==> src/rtl/id_decoder.sv <==
// Instruction-decode stage: splits the IF/ID word into fields, immediates, targets and
// control flags, and registers the result into the 192-bit ID/EX word.
module id_decoder (
  input  logic         clock,
  input  logic         reset,
  input  logic [63:0]  IF_ID,
  output logic [191:0] ID_EX
);

  localparam int DATA_W = 32;

  localparam logic [5:0] OP_RTYPE = 6'h00;
  localparam logic [5:0] OP_J     = 6'h02;
  localparam logic [5:0] OP_JAL   = 6'h03;
  localparam logic [5:0] OP_BEQ   = 6'h04;
  localparam logic [5:0] OP_ADDI  = 6'h08;
  localparam logic [5:0] OP_SLTI  = 6'h0A;
  localparam logic [5:0] OP_ANDI  = 6'h0C;
  localparam logic [5:0] OP_ORI   = 6'h0D;
  localparam logic [5:0] OP_LW    = 6'h23;
  localparam logic [5:0] OP_SW    = 6'h2B;

  localparam logic [5:0] FN_SLL = 6'h00;
  localparam logic [5:0] FN_ADD = 6'h20;
  localparam logic [5:0] FN_SUB = 6'h22;
  localparam logic [5:0] FN_AND = 6'h24;
  localparam logic [5:0] FN_OR  = 6'h25;
  localparam logic [5:0] FN_NOR = 6'h27;
  localparam logic [5:0] FN_SLT = 6'h2A;

  localparam logic [3:0] ALU_AND = 4'd0;
  localparam logic [3:0] ALU_OR  = 4'd1;
  localparam logic [3:0] ALU_ADD = 4'd2;
  localparam logic [3:0] ALU_SLL = 4'd3;
  localparam logic [3:0] ALU_SUB = 4'd6;
  localparam logic [3:0] ALU_SLT = 4'd7;
  localparam logic [3:0] ALU_NOR = 4'd12;

  function automatic logic signed [DATA_W-1:0] sext16(input logic [15:0] v);
    sext16 = {{(DATA_W-16){v[15]}}, v};
  endfunction

  function automatic logic [DATA_W-1:0] zext16(input logic [15:0] v);
    zext16 = {{(DATA_W-16){1'b0}}, v};
  endfunction

  logic [31:0] pc;
  logic [31:0] ins;
  logic [5:0]  op;
  logic [5:0]  funct;
  logic [4:0]  rs;
  logic [4:0]  rt;
  logic [4:0]  rd;

  assign pc    = IF_ID[63:32];
  assign ins   = IF_ID[31:0];
  assign op    = ins[31:26];
  assign rs    = ins[25:21];
  assign rt    = ins[20:16];
  assign rd    = ins[15:11];
  assign funct = ins[5:0];

  logic signed [DATA_W-1:0] imm_s;
  logic        [DATA_W-1:0] br_off;
  logic        [DATA_W-1:0] imm;
  logic        [DATA_W-1:0] br_tgt;
  logic        [DATA_W-1:0] j_tgt;

  assign imm_s  = sext16(ins[15:0]);
  assign br_off = imm_s <<< 2;
  assign br_tgt = pc + br_off;
  assign j_tgt  = {pc[31:28], ins[25:0], 2'b00};
  assign imm    = (op == OP_ANDI || op == OP_ORI) ? zext16(ins[15:0]) : imm_s;

  logic [3:0] alu_ctrl;
  logic [4:0] dest;
  logic       reg_write;
  logic       mem_read;
  logic       mem_write;
  logic       mem_to_reg;
  logic       alu_src_imm;
  logic       branch;
  logic       jump;
  logic       illegal;

  always_comb begin
    alu_ctrl    = ALU_AND;
    dest        = 5'd0;
    reg_write   = 1'b0;
    mem_read    = 1'b0;
    mem_write   = 1'b0;
    mem_to_reg  = 1'b0;
    alu_src_imm = 1'b0;
    branch      = 1'b0;
    jump        = 1'b0;
    illegal     = 1'b0;

    unique case (op)
      OP_RTYPE: begin
        reg_write = 1'b1;
        dest      = rd;
        unique case (funct)
          FN_ADD:  alu_ctrl = ALU_ADD;
          FN_SUB:  alu_ctrl = ALU_SUB;
          FN_AND:  alu_ctrl = ALU_AND;
          FN_OR:   alu_ctrl = ALU_OR;
          FN_NOR:  alu_ctrl = ALU_NOR;
          FN_SLT:  alu_ctrl = ALU_SLT;
          FN_SLL:  alu_ctrl = ALU_SLL;
          default: illegal  = 1'b1;
        endcase
      end
      OP_ADDI, OP_ANDI, OP_ORI, OP_SLTI: begin
        reg_write   = 1'b1;
        alu_src_imm = 1'b1;
        dest        = rt;
        unique case (op)
          OP_ADDI: alu_ctrl = ALU_ADD;
          OP_ANDI: alu_ctrl = ALU_AND;
          OP_ORI:  alu_ctrl = ALU_OR;
          default: alu_ctrl = ALU_SLT;
        endcase
      end
      OP_LW: begin
        alu_ctrl    = ALU_ADD;
        reg_write   = 1'b1;
        mem_read    = 1'b1;
        mem_to_reg  = 1'b1;
        alu_src_imm = 1'b1;
        dest        = rt;
      end
      OP_SW: begin
        alu_ctrl    = ALU_ADD;
        mem_write   = 1'b1;
        alu_src_imm = 1'b1;
      end
      OP_BEQ: begin
        alu_ctrl = ALU_SUB;
        branch   = 1'b1;
      end
      OP_J: begin
        jump = 1'b1;
      end
      OP_JAL: begin
        jump      = 1'b1;
        reg_write = 1'b1;
        dest      = 5'd31;
      end
      default: illegal = 1'b1;
    endcase

    // An illegal encoding must look like a no-op downstream apart from the illegal flag.
    if (illegal) begin
      alu_ctrl    = ALU_AND;
      dest        = 5'd0;
      reg_write   = 1'b0;
      mem_read    = 1'b0;
      mem_write   = 1'b0;
      mem_to_reg  = 1'b0;
      alu_src_imm = 1'b0;
      branch      = 1'b0;
      jump        = 1'b0;
    end
  end

  logic [31:0]  ctrl;
  logic [191:0] id_ex_d;
  logic [191:0] id_ex_q;

  assign ctrl = {rs, rt, rd, dest, alu_ctrl, reg_write, mem_read, mem_write,
                 mem_to_reg, alu_src_imm, branch, jump, illegal};

  assign id_ex_d = {pc, ins, imm, br_tgt, j_tgt, ctrl};

  // ID/EX register boundary
  always_ff @(posedge clock or posedge reset) begin
    if (reset) begin
      id_ex_q <= '0;
    end else begin
      id_ex_q <= id_ex_d;
    end
  end

  assign ID_EX = id_ex_q;

endmodule

==> config.mk <==
export PLATFORM = sky130hd
export DESIGN_NAME = id_decoder
export DESIGN_NICKNAME = d
export VERILOG_FILES = /design/src/rtl/id_decoder.sv
export SDC_FILE = /design/constraint.sdc
export NUM_CORES = 1
export LEC_CHECK = 0
export BUFFER_PORTS_ARGS = -buffer_cell sky130_fd_sc_hd__buf_2
export CORE_MARGIN = 10
export CORE_UTILIZATION = 47
export CTS_CLUSTER_DIAMETER = 30
export DETAILED_ROUTE_END_ITERATION = 10
export PLACE_DENSITY_LB_ADDON = 0.05
export SETUP_SLACK_MARGIN = 0.2
export SLEW_MARGIN = 25
export SYNTH_ARGS = -nofsm -noshare
export SYNTH_HDL_FRONTEND = slang
export SYNTH_SLANG_ARGS = --single-unit
export TNS_END_PERCENT = 1
==> constraint.sdc <==
create_clock -name clock -period 3.9 [get_ports clock]
set_input_delay 0.39 -clock clock [delete_from_list [all_inputs] [get_ports clock]]
set_output_delay 0.39 -clock clock [all_outputs]
set_load 0.05 [all_outputs]
==> qor.yml <==
status: "complete, no violations"
finalCritPeriodShare: 0.557
area_growth_pct: 21.4
synthArstFlopShare: 1.00
antenna_cells: 0
synth.top_cell.area_share: 0.512
path_max_fanout: 6
postCtsSetupRepairBufs: 0
synth_seq_cells: 111
cts_buffers: 9
ctsLongestPathBuffers: 2
min_path_type: "primary input to asynchronous set/reset pin"
critPathArrivalTime_ns: 2.45
die_h_um: 127
pwr_density_cell_nw_per_um2: 526
synth.yosys.seq_area_share: 0.512
via_per_inst: 5.13
p_leak_nw: 3.35
ant_nets: 0
cts_tree: "built"
antenna_found_initial: 0
fin_setup_tns_ns: 0
portBuffers: 255
maxSlewHeadroom: 0.604
track_usage: 0.178
muxShareOfSynthArea: 0.00184
finalMaxSlewViolations: 0
drc: 0
wl_um: 15000
initialDrtViolationCount: 280
initial_core_util: 0.477
die_x_um: 127
ys_top_cells_by_area: "dfrtp_1 51%, buf_4 11%, ha_1 6.7%"
ir_worst_vdd_mv: 0.330
h-tree-depth: 3
vias: 4253
cts-root-buf: "clkbuf_16"
grt_max_degree: 49
worst_slew_pin_slew_ns: 0.594
synth_top_area_cell: "dfrtp_1"
drive_gt1_frac: 0.408
grt_pass1_wl_um: 23300
fill_cells: 1004
synth_top_family_by_area: "compound AO/OA/AOI/OAI gates"
fmax_mhz: 460
rows: 39
clk_pin_slew_ns: 0.07
gp_congestion: 0.875
layout_min_cycle_time_ns: 2.17
io_pins: 258
cts_resized: 0
yosysUniqueCellTypes: 52
hold_viol: 0
first_pass_iters: 6
synth.most_common_cell: "dfrtp_1"
start_kind: "primary input"
synth-adder-area-share: 0.0705
grt_overflow: 0
cp-end-kind: "flop"
synth_edf_count: 0
crit_type: "primary input to flop"
largest_reg_flops: 111
setup_viol: 0
nNetsFinal: 777
place_hpwl_um: 12100
synth_top_flop_cell: "dfrtp_1"
rsz0062_at_grt: "false"
max_cap_violations: 0
cts_sinks: 111
critPathRequiredTime_ns: 4.17
hold_buffers: 0
grt_pass1_vias: 4486
synthXorXnorAreaFrac: 0.0452
synth.cell_area_um2: 5430
wl_per_cell_um: 18.1
synth_compound_area_frac: 0.139
core_um2: 11400
die_area_um2: 16200
final_util: 0.580
yosys_warnings: 0
syn_area_per_cell_um2: 10.7
yosys.area_share.simple: 0.101
syn_inst: 507
synth_common_cells: "111 x dfrtp_1, 82 x buf_4, 40 x nand2_1"
==> cells by family after synthesis <==
logic type / Yosys count
flip-flops: 111
other: 1
AND/OR/NAND/NOR: 114
XOR/XNOR: 28
adder cells (fa/ha/maj): 30
multiplexers: 1
AO/OA/AOI/OAI: 117
buffers and inverters: 105
==> worst paths after layout <==
kind / start / endpoint / slack, ns / cells after the start
hold / removal: reset / ID_EX[159]$_DFF_PP0_ / 0.12 / 2
min in group clock: IF_ID[23] / ID_EX[151]$_DFF_PP0_ / 0.14 / 1
max in group asynchronous: reset / ID_EX[76]$_DFF_PP0_ / 2.89 / 3
setup / recovery: IF_ID[0] / ID_EX[92]$_DFF_PP0_ / 1.73 / 11
==> critical path: stages <==
cell	delay, ns
buf_2	0.13
ha_1	0.21
inv_1	0.07
fa_1	0.20
nor2b_1	0.07
o2111ai_1	0.26
nand4_1	0.20
nand3_1	0.14
or3b_1	0.40
a41oi_2	0.23
xnor2_1	0.13
==> area by class of cell <==
| class | instances | area (um^2) | area share |
|---|---|---|---|
| multi-input combinational | 292 | 1950 | 0.296 |
| timing repair buffer | 257 | 1290 | 0.196 |
| sequential | 111 | 2780 | 0.421 |
| tap | 143 | 179 | 0.0271 |
| inverter | 10 | 40.0 | 0.00607 |
| clock inverter | 6 | 115 | 0.0175 |
| clock buffer | 10 | 239 | 0.0363 |
==> stage by stage <==
| step | instances | hold slack [ns] | setup slack [ns] | power, W | area (um^2) |
|---|---|---|---|---|---|
| 5_1_grt | 829 | 0.128 | 1.53 | 0.00361 | 6590 |
| 4_1_cts | 829 | 0.127 | 1.75 | 0.00351 | 6590 |
| 3_3_place_gp | 813 | 0.498 | 1.41 | 0.00243 | 6240 |
| 6_report | 829 | 0.119 | 1.73 | 0.00347 | 6590 |
| 3_5_place_dp | 813 | 0.500 | 1.39 | 0.00243 | 6240 |
| 2_1_floorplan | 508 | 0.421 | 0.579 | 0.00220 | 5430 |
==> per-layer routing <==
| metal | up-vias | part of all wire | GRT usage |
|---|---|---|---|
| met2 | 185 | 0.50 | 0.303 |
| met1 | 2038 | 0.38 | 0.199 |
| met3 | 20 | 0.093 | 0.0600 |
| met5 | - | 0 | 0 |
| li1 | 2010 | - | - |
| met4 | 0 | 0.020 | 0.0777 |
==> cell usage in the layout, fill, tap and decap left out, types with 3 or more instances in the layout <==
cell type / count
o21ai_1: 11
nor3_1: 7
and2_1: 3
ha_1: 29
nor2b_1: 3
xor2_1: 7
nand2b_1: 4
inv_1: 9
bufinv_16: 3
nor3b_1: 3
nor2_1: 29
a21o_1: 14
dfrtp_1: 111
nand3_1: 8
nand2_1: 40
o21bai_1: 5
nand4_1: 4
xnor2_1: 21
o21ai_0: 9
a21oi_1: 39
a31oi_1: 10
buf_2: 255
clkbuf_16: 9
a211oi_1: 4
o21a_1: 7
==> power breakdown <==
group	switching (W)	total (W)	internal, W
clock	0.000421	0.00107	0.000649
sequential	0.0000346	0.00129	0.00125
combinational	0.000852	0.00111	0.000257
total	0.00131	0.00347	0.00216
Note: power is estimated with default switching activity, not from simulation.
